## src/rtl/load_scoreboard.sv

```systemverilog
// -----------------------------------------------------------------------------
// load_scoreboard
//
// Issue-side scheduler for the VLIW bundle (ixu1, ixu2 and lsu lanes). It
// records the destination register of every outstanding variable-latency load
// and holds decode while any source or destination of the presented bundle is
// still waiting on load data. It also limits the number of loads in flight and
// runs a drain handshake used before fences and CSR writes. stall_out is OR'd
// with the existing load-use stall by the surrounding pipeline.
//
// Parameters:
//   MAX_OUTSTANDING  maximum loads in flight (1..15)
//   NUM_REGS         architectural register count (index width fixed at 5)
//
// Ports:
//   clk, rst_n              core clock, asynchronous active-low reset
//   issue_valid             decode presents a valid bundle
//   issue_ready             bundle advances this cycle (= !stall_out)
//   *_dc_rs1 / *_dc_rs2     bundle source registers (6 total)
//   *_dc_rd                 bundle destination registers (0 = none)
//   lsu_dc_is_load          lsu slot holds a load
//   mem_resp_valid/_rd      load data returning this cycle and its dest reg
//   drain_req               level request to drain all loads
//   drain_ack               one-cycle pulse when the drain completes
//   stall_out               hold decode
//   pending_mask            bit i set = load to register i outstanding
//   outstanding_cnt         loads in flight
//   err_resp                sticky: response for a non-pending register or
//                           response while no load is in flight
//
// Optional build macro:
//   LOAD_SCOREBOARD_RESP_BYPASS_EN  a response in cycle N already removes its
//   register (and one count) from that cycle's hazard check, letting a
//   dependent bundle issue one cycle earlier.
// -----------------------------------------------------------------------------
module load_scoreboard #(
    parameter int MAX_OUTSTANDING = 4,
    parameter int NUM_REGS        = 32,
    localparam int CNT_W          = $clog2(MAX_OUTSTANDING + 1)
) (
    input  logic                clk,
    input  logic                rst_n,
    input  logic                issue_valid,
    output logic                issue_ready,
    input  logic [4:0]          ixu1_dc_rs1,
    input  logic [4:0]          ixu1_dc_rs2,
    input  logic [4:0]          ixu2_dc_rs1,
    input  logic [4:0]          ixu2_dc_rs2,
    input  logic [4:0]          lsu_dc_rs1,
    input  logic [4:0]          lsu_dc_rs2,
    input  logic [4:0]          ixu1_dc_rd,
    input  logic [4:0]          ixu2_dc_rd,
    input  logic [4:0]          lsu_dc_rd,
    input  logic                lsu_dc_is_load,
    input  logic                mem_resp_valid,
    input  logic [4:0]          mem_resp_rd,
    input  logic                drain_req,
    output logic                drain_ack,
    output logic                stall_out,
    output logic [NUM_REGS-1:0] pending_mask,
    output logic [CNT_W-1:0]    outstanding_cnt,
    output logic                err_resp
);

    typedef enum logic [1:0] {
        ST_RUN,
        ST_DRAIN,
        ST_DONE
    } state_t;

    localparam logic [CNT_W-1:0] MAX_CNT = CNT_W'(MAX_OUTSTANDING);

    state_t                state_q;
    state_t                state_next;

    logic [NUM_REGS-1:0]   pend_view;
    logic [CNT_W-1:0]      cnt_view;
    logic                  hazard;
    logic                  fire;
    logic                  cnt_inc;
    logic                  cnt_dec;
    logic [CNT_W-1:0]      cnt_next;
    logic [NUM_REGS-1:0]   set_vec;
    logic [NUM_REGS-1:0]   clr_vec;
    logic                  err_hit;

    // -------------------------------------------------------------------------
    // Hazard detection. The view of the scoreboard is the registered state,
    // optionally with this cycle's returning load already removed.
    // -------------------------------------------------------------------------
    // NOTE: every signal assigned in an always_comb gets a default at the top
    // of the block; a path that leaves one unassigned would infer a latch.
    always_comb begin
        pend_view = pending_mask;
        cnt_view  = outstanding_cnt;
`ifdef LOAD_SCOREBOARD_RESP_BYPASS_EN
        if (mem_resp_valid) begin
            pend_view[mem_resp_rd] = 1'b0;
            if (outstanding_cnt != '0) begin
                cnt_view = outstanding_cnt - 1'b1;
            end
        end
`endif
        // x0 is never a real dependency; forcing it clear here also makes the
        // "nonzero destination" qualifier of the WAW check implicit.
        pend_view[0] = 1'b0;

        hazard = pend_view[ixu1_dc_rs1] | pend_view[ixu1_dc_rs2] |
                 pend_view[ixu2_dc_rs1] | pend_view[ixu2_dc_rs2] |
                 pend_view[lsu_dc_rs1]  | pend_view[lsu_dc_rs2]  |
                 pend_view[ixu1_dc_rd]  | pend_view[ixu2_dc_rd]  |
                 pend_view[lsu_dc_rd]   |
                 (lsu_dc_is_load && (cnt_view == MAX_CNT));
    end

    // -------------------------------------------------------------------------
    // Drain FSM and issue control.
    // -------------------------------------------------------------------------
    always_comb begin
        state_next = state_q;
        drain_ack  = 1'b0;
        unique case (state_q)
            ST_RUN: begin
                if (drain_req) begin
                    state_next = ST_DRAIN;
                end
            end
            ST_DRAIN: begin
                if (outstanding_cnt == '0) begin
                    state_next = ST_DONE;
                end
            end
            ST_DONE: begin
                drain_ack  = 1'b1;
                state_next = ST_RUN;
            end
            default: state_next = ST_RUN;
        endcase

        stall_out   = issue_valid && (hazard || (state_q != ST_RUN));
        issue_ready = !stall_out;
        fire        = issue_valid && !stall_out;
    end

    // -------------------------------------------------------------------------
    // Scoreboard next-state. Set and clear act on their own bits; a new load
    // takes precedence over a response to the same register (only reachable
    // with the bypass build, where the WAW check is masked for that register).
    // -------------------------------------------------------------------------
    always_comb begin
        set_vec = '0;
        clr_vec = '0;
        cnt_inc = fire && lsu_dc_is_load;
        cnt_dec = mem_resp_valid && (outstanding_cnt != '0);

        if (cnt_inc && (lsu_dc_rd != 5'd0)) begin
            set_vec[lsu_dc_rd] = 1'b1;
        end
        if (mem_resp_valid) begin
            clr_vec[mem_resp_rd] = 1'b1;
        end

        unique case ({cnt_inc, cnt_dec})
            2'b10:   cnt_next = outstanding_cnt + 1'b1;
            2'b01:   cnt_next = outstanding_cnt - 1'b1;
            default: cnt_next = outstanding_cnt;
        endcase

        err_hit = mem_resp_valid &&
                  ((outstanding_cnt == '0) ||
                   ((mem_resp_rd != 5'd0) && !pending_mask[mem_resp_rd]));
    end

    // NOTE: state is updated only with non-blocking assignments so every
    // register samples the pre-edge values of the others. pending_mask is a
    // bank of flops rather than a RAM, so it takes the async reset like the
    // rest of the state.
    always_ff @(posedge clk or negedge rst_n) begin
        if (!rst_n) begin
            state_q         <= ST_RUN;
            pending_mask    <= '0;
            outstanding_cnt <= '0;
            err_resp        <= 1'b0;
        end else begin
            state_q         <= state_next;
            pending_mask    <= (pending_mask & ~clr_vec) | set_vec;
            outstanding_cnt <= cnt_next;
            err_resp        <= err_resp | err_hit;
        end
    end

endmodule

```

## config.mk

```make
export PLATFORM = sky130hd
export DESIGN_NAME = load_scoreboard
export DESIGN_NICKNAME = d
export VERILOG_FILES = /design/src/rtl/load_scoreboard.sv
export SDC_FILE = /design/constraint.sdc
export NUM_CORES = 1
export LEC_CHECK = 0
export CAP_MARGIN = 5
export CORE_UTILIZATION = 50
export DETAILED_ROUTE_END_ITERATION = 16
export MAX_ROUTING_LAYER = met4
export PLACE_DENSITY_LB_ADDON = 0.12
export SKIP_CTS_REPAIR_TIMING = 1
export SLEW_MARGIN = 30
export SYNTH_ARGS = -nofsm -noshare
export SYNTH_HDL_FRONTEND = slang
export SYNTH_SLANG_ARGS = --single-unit
```

## constraint.sdc

```tcl
create_clock -name clk -period 3.9 [get_ports clk]
set_input_delay 0.78 -clock clk [delete_from_list [all_inputs] [get_ports clk]]
set_output_delay 0.78 -clock clk [all_outputs]
set_load 0.05 [all_outputs]
```

==> summary.md, run 1 <==
| Metric | Value |
|---|---|
| Status | complete, but fails checks |
| Failing checks | setup timing |
| Clock Latency Late Sink | 0.29 ns |
| Power per cell area | 246 nW/µm² |
| Non-Filler Instances | 768 |
| CP Max Fanout | 6 |
| IO Pins | 95 |
| Terminus of the critical flop-to-flop path | outstanding_cnt[2] |
| Slew Viols, Final | 0 |
| Final Hold Vio Count | 0 |
| Synthesized cell area | 4760 µm² |
| Largest net degree at the start of global routing | 39 |
| CTS sink count | 38 |
| Achievable Freq | 0.253 GHz |
| Core area | 9240 µm² |
| Layout cells sized above 1 | 35.1% |
| R2r setup slk | 0.13 ns |
| Via Count | 5403 |
| Synth Register Bits | 38 |
| Initial Util | around half |
| Worst reg2reg path depth | 12 |
| Post-layout min period | 3.96 ns |
| DP Worst Slack | -0.640 ns |
| Worst Path Arrival | ~3.2 ns |
| WHS Endpoint | state_q[0] |
| Hold Path Origin | state_q[1] |
| Post-Route WL | 19600 µm |
| Transition time of the tightest slew-check pin | 0.864 ns |
| Period utilization | 102% |
| Antenna cell count | 0 |
| Hold depth | 1 |
| Detail Route Antenna Nets | 0 |
| First-pass DRT Iterations | 6 |
| DIE AREA | 9920 µm² |
| Total CTS buffers | 5 |
| Synth Instances | 495 |
| Routability-driven placement congestion ratio | around 1 |
| Leak pwr | 0.00277 µW |
| Via density | 7.04 |
| Clk slew on worst S/H paths | 0.08 ns |
| Max_cap viols | 0 |
| Syn. warnings | 0 |
| Mapped Nets | 553 |
| Vias in the first global route | 5315 |
| CTS tree | built |
| Setup violations, final | 2 |
| Peak VDD IR | 0.000443 V |
| Critical Path End Type | output pin |
| Die height | 99.6 µm |
| Synth async-reset ratio | 100% |
| PortBufs | 94 |
| Maximum clock insertion buffer count | 2 |
| CP Data Required Time | roughly 3.1 ns |
| HPWL after detailed placement | 14200 µm |
| Worst Hold Class | flip-flop to flip-flop |
| Initial DRC count | 508 |
| Htree depth | 2 |
| GRT overflow | 0 |
| Initial antenna violation count | 0 |
| Number of flops mapped to enable cells by yosys | 0 |
| Share of the core filled with cells | about three quarters |
| RSZ-0062 raised after global routing | true |
| First-pass GRT wire length | 30000 µm |
| Area fraction of the dominant cell type after synthesis | between 20% and 30% |
| Routed len/inst | 25.5 µm |
| Synth top area cells | mux4_2 27%, dfrtp_1 20%, mux2i_1 9.0% |
| Slew headroom | 42.4% |
| Kind of critical path | flip-flop to output pin |
| CTS root buffer | clkbuf_8 |
| Post-route DRC | 0 |
| Most common cell after layout, fill and taps aside | buf_4 |
| Row cnt | 35 |
| Number of library cell types mapped by synthesis | 51 |
| Main synth FF type | dfrtp_1 |
| Layout net count | 696 |
| Synthesis-to-finish area growth | 42.1% |
| Largest area contributor in the netlist | mux4_2 |
| Clock Skews | 0.00674 ns |
| Seq/Total Area, Yosys | around a fifth |
| Global Route Usage Sum | 41.5% |
| DP Cell Count | 752 |
| Die X | 99.6 µm |
| Min setup slack post-route | -0.0603 ns |
| Most frequent cells in the layout | 104 x buf_4, 68 x clkdlybuf4s50_1, 58 x mux4_2 |
| Post-synthesis area per instance | between 9 and 10 µm² |
| RR Startpoint | pending_mask[2] |
| Critical Path Start Type | flip-flop |
where the power goes:
part,total (µW),switching [µW],internal [µW]
clock,337,149,188
sequential,505,74.0,431
combinational,823,453,370
total,1670,675,990
logic make-up after synthesis:
logic type      count (synthesis)  synth area share, %
simple gates                  142                 16.9
compound gates                116                 16.5
mux                           109                 38.3
buf+inv                        85                 7.01
flops                          38                 20.0
xor+xnor                        3                0.552
fa+ha+maj                       2                0.683
per-layer routing:
layer	share of wire [%]	vias up	GRT usage, %
met5	0	-	-
met4	5.1	0	17.5
met3	13	89	8.78
met2	45	477	61.7
met1	37	2600	55.2
li1	-	2237	-
metrics by stage:
| step | total power, µW | hold WS [ns] | cell area [µm²] | TNS [ns] |
|---|---|---|---|---|
| 5_1_grt | 1740 | 0.499 | 6770 | -0.242 |
| 4_1_cts | 1620 | 0.473 | 6530 | -1.93 |
| 3_3_place_gp | 1270 | 0.454 | 6420 | -2.57 |
| 3_5_place_dp | 1280 | 0.457 | 6420 | -2.69 |
| 6_report | 1670 | 0.477 | 6770 | -0.0762 |
| 2_1_floorplan | 948 | 0.433 | 4820 | 0 |
critical path: stages, from the launching register on:
cell	delay, ns
dfrtp_1	0.56
mux4_2	0.54
a32oi_1	0.18
nand3_1	0.12
or4_1	0.52
or3_4	0.43
buf_6	0.15
o31ai_4	0.21
buf_12	0.17
final cells by class:
cell class	instances	area [µm²]
clock buffers	5	68.8
clock inverters	3	40.0
fillers	685	2470
inverters	11	41.3
multi-input cells	372	3610
flip-flops and latches	38	951
well taps	129	161
repair buffers	210	1890
worst max-delay path by stage:
stage                     cells past startpoint                 end  slack (ns)            start
after floorplan                              15  outstanding_cnt[2]       0.003   ixu2_dc_rs2[1]
after global placement                        9         issue_ready       -0.61   ixu1_dc_rs1[0]
after detailed placement                     13  outstanding_cnt[2]       -0.64   ixu1_dc_rs1[0]
after CTS                                    10         issue_ready       -0.66    lsu_dc_rs1[0]
after global routing                         11           stall_out       -0.11   ixu1_dc_rs2[1]
final                                         8         issue_ready       -0.06  pending_mask[2]
synthesized netlist by cell type (2+ instances only):
cell / instances
a21oi_1: 8
a2111oi_0: 3
o2111ai_1: 3
nor4bb_1: 2
nor2_1: 16
nor3b_1: 10
nor3_1: 4
a311oi_1: 2
nand4b_1: 3
a22oi_1: 7
nand2_1: 19
mux2i_1: 43
buf_2: 6
nor4_1: 2
mux4_2: 58
a221oi_1: 6
dfrtp_1: 38
nand2b_1: 5
o31ai_1: 32
buf_1: 5
and3_1: 2
nand3b_1: 10
a31oi_1: 3
nand3_1: 33
a211oi_1: 2
and3b_1: 2
clkbuf_1: 62
o41ai_1: 2
o311ai_0: 2
mux2_2: 8
nand4_1: 8
inv_1: 11
or3_1: 4
nor2b_1: 18
or4_1: 2
xor2_1: 2
a22o_1: 2
o21ai_0: 37
state kept, by name, summed over array words and instances (netlist names):
| register | cells |
|---|---|
| err_resp | 1 |
| outstanding_cnt | 3 |
| pending_mask | 32 |
| state_q | 2 |
No activity file was read; power rests on OpenSTA's default activity.
==> run 2: changes to the inputs <==
--- a/config.mk
+++ b/config.mk
@@ -8,6 +8,7 @@
 export CAP_MARGIN = 5
 export CORE_UTILIZATION = 50
 export DETAILED_ROUTE_END_ITERATION = 16
+export GPL_ROUTABILITY_DRIVEN = 0
 export MAX_ROUTING_LAYER = met4
 export PLACE_DENSITY_LB_ADDON = 0.12
 export SKIP_CTS_REPAIR_TIMING = 1
==> run 2 against run 1 <==
Effect of this change: the flow still finishes with violations (setup timing); setup slack lost 0.028 ns; utilization down 0.56 points; clock skew about the same; hold slack worse by 0.032 ns; wire length fell by 0.42%; flip-flop and latch count stayed put; power decreased by 2.4%; non-clock buffer count unchanged; largest power group unchanged.
==> summary.md, run 2 (same netlist as run 1, synthesis figures left out) <==
| Metric | Value |
|---|---|
| CP Data Required Time | 3.12 ns |
| RSZ-0062 raised after global routing | true |
| Htree depth | 2 |
| First-pass GRT wire length | 29600 µm |
| First-pass DRT Iterations | 5 |
| Non-Filler Instances | 768 |
| Kind of critical path | input port to output pin |
| Die height | between 90 and 100 µm |
| Layout net count | 696 |
| Largest net degree at the start of global routing | 39 |
| Slew headroom | 35.5% |
| Total CTS buffers | 5 |
| Worst Hold Class | input port to async pin |
| Antenna cell count | 0 |
| Achievable Freq | approximately 0.25 GHz |
| Routed len/inst | around 25 µm |
| Max_cap viols | 0 |
| Slew Viols, Final | 0 |
| Area post-placement | 6440 µm² |
| Min setup slack post-route | -0.0884 ns |
| Worst path cell trace | buf_4, mux4_2, a32oi_1, nand3_1, or4_4, or3_4, buf_6, o31ai_4, buf_12 |
| Post-route DRC | 0 |
| Transition time of the tightest slew-check pin | a little under 1 ns |
| Maximum clock insertion buffer count | 2 |
| Critical Path End Type | output pin |
| Leak pwr | 0.00277 µW |
| Initial antenna violation count | 0 |
| Initial DRC count | 652 |
| Synthesis-to-finish area growth | 41.0% |
| Status | complete, but fails checks |
| Peak VDD IR | roughly 0.0004 V |
| DP Cell Count | ~750 |
| CTS root buffer | clkbuf_8 |
| Post-Route WL | 19500 µm |
| Via Count | 5424 |
| CP Max Fanout | 5 |
| Largest regs | pending_mask: 32 flops, outstanding_cnt: 3 flops, state_q: 2 flops |
| CP peak stage delay | 0.52 ns |
| Power per cell area | 242 nW/µm² |
| CTS sink count | 38 |
| IO Pins | 95 |
| Via density | 7.06 |
| Post-layout min period | 3.99 ns |
| Detail Route Antenna Nets | 0 |
| Final Hold Vio Count | 0 |
| HPWL after detailed placement | between 10000 and 15000 µm |
| Critical Path Start Type | input port |
| GRT overflow | 0 |
| Worst reg2reg path depth | 12 |
| Largest register FFs | 32 |
| Post-route cell area | around 6700 µm² |
| Global Route Usage Sum | 41.1% |
| Period utilization | 102% |
| Fillers | 684 |
| Clock Latency Late Sink | ~0.30 ns |
| Die X | 99.6 µm |
| Most frequent cells in the layout | 104 x buf_4, 68 x clkdlybuf4s50_1, 58 x mux4_2 |
| CP delay by family, top | simple AND/OR/NAND/NOR gates |
| DIE AREA | 9920 µm² |
| PortBufs | 94 |
| CTS tree | built |
| Vias in the first global route | around 5.2k |
| WP buf/inv | 3 |
| Worst Path Arrival | 3.21 ns |
| Layout cells sized above 1 | between 30% and 40% |
| Failing checks | setup timing |
| RR Startpoint | pending_mask[13] |
| R2r setup slk | ~0.16 ns |
| Initial Util | 51.6% |
| Setup violations, final | 2 |
| Slowest cell on crit path | or4_4 |
| Core area | 9240 µm² |
| Terminus of the critical flop-to-flop path | outstanding_cnt[2] |
| Most common cell after layout, fill and taps aside | buf_4 |
| DP Worst Slack | -0.695 ns |
| Most flops, register | pending_mask |
| Clk slew on worst S/H paths | ~0.080 ns |
| Clock Skews | 0.00648 ns |
| Row cnt | 35 |
## run 2: cell count changes in the layout (fill, tap and decap cells not counted), sizes merged
cell	delta
buf	+1
bufinv	-1
clkinv	-1
dlymetal6s2s	+1
## run 2: through the flow
stage          total power [µW]  TNS, ns  hold WS, ns  utilization (%)
5_1_grt                    1680   -0.209        0.485             72.7
3_5_place_dp               1290    -2.93        0.457             69.7
2_1_floorplan               948        0        0.433                -
6_report                   1630   -0.155        0.444             72.7
3_3_place_gp               1270    -2.94        0.458             69.7
4_1_cts                    1570    -2.06        0.482             70.7
## run 2: how the worst max path moves through the flow
stage	startpoint	endpoint	slack (ns)	cells after the start
floorplan	ixu2_dc_rs2[1]	outstanding_cnt[2]	0.003	15
global placement	lsu_dc_rs1[0]	issue_ready	-0.69	9
detailed placement	lsu_dc_rs1[0]	outstanding_cnt[2]	-0.70	13
CTS	ixu1_dc_rs1[0]	issue_ready	-0.68	9
global route	ixu2_dc_rd[1]	issue_ready	-0.11	10
finish	ixu2_dc_rd[0]	issue_ready	-0.09	9
## run 2: layer usage
metal  global-route usage (%)  wire, µm  vias up
met2                     60.4      8660      442
met5                        -         0        -
met4                     23.2      1260        0
met1                     54.0      7160     2642
met3                     7.03      2440      106
li1                         -         -     2234
## run 2: final cells by class
class / instances / area [µm²] / share of cell area (%)
Clock buffer: 7 / 86.3 / 1.29
Clock inverter: 1 / 5.00 / 0.0745
Inverter: 11 / 41.3 / 0.615
Multi-Input combinational cell: 372 / 3570 / 53.2
Sequential cell: 38 / 951 / 14.2
Tap cell: 129 / 161 / 2.40
Timing Repair Buffer: 210 / 1900 / 28.3
## run 2: where the power goes
group	switching, µW	leakage, µW	internal [µW]
Clock	150	0.0000482	143
Combinational	453	0.00221	378
Sequential	71.7	0.000514	431
Total	674	0.00277	952
## run 2: worst reg2reg max path: stages (launching register included)
cell     delay [ns]
dfrtp_1        0.53
mux4_2         0.52
a32oi_1        0.22
nand3_1        0.11
or4_4          0.52
or3_4          0.43
or4_1          0.50
ha_2           0.21
inv_2          0.06
fa_2           0.19
xor2_1         0.13
nor2_1         0.07
xor2_1         0.13
==> run 3: changes to the inputs <==
--- a/config.mk
+++ b/config.mk
@@ -6,7 +6,9 @@
 export NUM_CORES = 1
 export LEC_CHECK = 0
 export CAP_MARGIN = 5
+export CORE_MARGIN = 5
 export CORE_UTILIZATION = 50
+export CTS_BUF_LIST = sky130_fd_sc_hd__clkbuf_16
 export DETAILED_ROUTE_END_ITERATION = 16
 export GPL_ROUTABILITY_DRIVEN = 0
 export MAX_ROUTING_LAYER = met4
==> constraint.sdc (replaced) <==
create_clock -name clk -period 3.85 [get_ports clk]
set_input_delay 0.77 -clock clk [delete_from_list [all_inputs] [get_ports clk]]
set_output_delay 0.77 -clock clk [all_outputs]
set_load 0.05 [all_outputs]
==> run 3 against run 2 <==
Effect of this change: the flow still finishes with violations (setup timing); utilization is 0.64 points higher; hold slack improved by 0.036 ns; wire length up 1.4%; sequential power increased by 1%; first-iteration DRC count up 39%; critical path depth rose by 1; critical endpoint unchanged; largest cell class unchanged.
==> summary.md, run 3 (same netlist as run 1, synthesis figures left out) <==
| Metric | Value |
|---|---|
| Status | complete, but fails checks |
| Failing checks | setup timing |
| RSZ-0062 raised after global routing | true |
| PortBufs | 94 |
| Maximum clock insertion buffer count | 2 |
| IO Pins | 95 |
| Post-route DRC | 0 |
| Slew Viols, Final | 0 |
| Critical Path Start Type | input port |
| Layout cells sized above 1 | between 30% and 40% |
| Layout net count | 698 |
| Initial Util | 51.3% |
| Row cnt | 35 |
| Clock Latency Late Sink | 0.28 ns |
| DIE AREA | 11600 µm² |
| Worst Hold Class | flip-flop to flip-flop |
| First-pass DRT Iterations | 6 |
| CP peak stage delay | 0.54 ns |
| First-pass GRT wire length | about 30000 µm |
| Transition time of the tightest slew-check pin | around 1.1 ns |
| Core area | 9280 µm² |
| Final Hold Vio Count | 0 |
| Largest net degree at the start of global routing | 39 |
| Die X | 108 µm |
| Peak VDD IR | 0.000467 V |
| Most common cell after layout, fill and taps aside | buf_4 |
| Initial DRC count | 907 |
| Total CTS buffers | 5 |
| CP Data Required Time | between 3 and 4 ns |
| Period utilization | 102% |
| Global Route Usage Sum | 34.2% |
| Synthesis-to-finish area growth | 42.9% |
| Initial antenna violation count | 0 |
| Slew headroom | between 20% and 30% |
| Most frequent cells in the layout | 107 x buf_4, 67 x clkdlybuf4s50_1, 58 x mux4_2 |
| Routed len/inst | approximately 26 µm |
| Hold_ws | a little under 0.5 ns |
| Htree depth | 2 |
| Min setup slack post-route | -0.0676 ns |
| Setup violations, final | 2 |
| Via density | just over 7 |
| CTS tree | built |
| Critical Path End Type | output pin |
| Largest register FFs | 32 |
| Antenna cell count | 0 |
| Post-layout min period | 3.92 ns |
| Vias in the first global route | 5372 |
| Most flops, register | pending_mask |
| GRT overflow | 0 |
| CTS root buffer | clkbuf_16 |
| Die height | around 110 µm |
| Via Count | 5489 |
| CP Max Fanout | 7 |
| Detail Route Antenna Nets | 0 |
| HPWL after detailed placement | 14500 µm |
| Clk slew on worst S/H paths | about 0.05 ns |
| Final Total Pwr | between 1500 and 2000 µW |
| Slowest cell on crit path | or4_4 |
| Kind of critical path | input port to output pin |
| CTS sink count | 38 |
| Power per cell area | around 260 nW/µm² |
| Largest regs | pending_mask: 32 flops, outstanding_cnt: 3 flops, state_q: 2 flops |
| Leak pwr | 0.00282 µW |
| Worst path cell trace | buf_6, buf_12, mux4_2, nand2b_1, o2111ai_2, or4_4, or3_4, buf_6, o31ai_4, buf_12 |
| DP Worst Slack | -0.779 ns |
| Achievable Freq | 0.255 GHz |
| Post-Route WL | 19800 µm |
| Worst Path Arrival | ~3.2 ns |
| Clock Skews | 0.00346 ns |
| Max_cap viols | 0 |
run 3: cell types whose count changed in the layout (fill, tap and decap cells not counted), moves of 3 or more:
cell,previous run,this run
clkbuf_16,0,5
buf_6,15,12
buf_4,104,107
clkbuf_8,6,0
run 3: worst max-delay path: cells and delay by family:
family / cells / cell delay, ns
AND/OR/NAND/NOR: 3 / 1.07
AO/OA/AOI/OAI: 2 / 0.30
multiplexers: 1 / 0.50
buffers and inverters: 4 / 0.50
run 3: cell type report:
cell class	count	area (µm²)
fill	674	2470
tap	129	161
multi-input combinational	372	3600
clock inverter	3	12.5
clock buffer	5	125
timing repair buffer	212	1920
sequential	38	951
inverter	11	41.3
run 3: layer usage:
| metal | GRT usage [%] | routed length, µm |
|---|---|---|
| met5 | - | 0 |
| met4 | 16.8 | 1240 |
| met3 | 10.3 | 2590 |
| met2 | 52.1 | 9000 |
| met1 | 41.5 | 6950 |
run 3: worst paths after layout:
kind,startpoint,to,slack (ns),cells after the start
max,lsu_dc_rd[0],issue_ready,-0.07,10
max in group asynchronous,rst_n,pending_mask[5],2.70,1
max reg2reg,pending_mask[12],outstanding_cnt[2],0.10,12
min in group asynchronous,rst_n,state_q[1],0.60,1
min reg2reg,err_resp,err_resp,0.48,1
min,err_resp,err_resp,0.48,1
run 3: power by group:
part	switching, µW	leakage (µW)	internal (µW)
clock	152	0.0000724	234
sequential	71.9	0.000514	438
combinational	466	0.00223	386
total	690	0.00282	1060
run 3: stage by stage:
stage                     area [µm²]  utilization [%]  TNS (ns)  cells
after CTS                       6560             70.7     -2.59    760
after floorplan                 4840                -   -0.0192    495
final                           6810             73.3    -0.106    770
after global placement          6420             69.2     -3.00    752
after detailed placement        6420             69.2     -3.74    752
after global routing            6810             73.3    -0.364    770
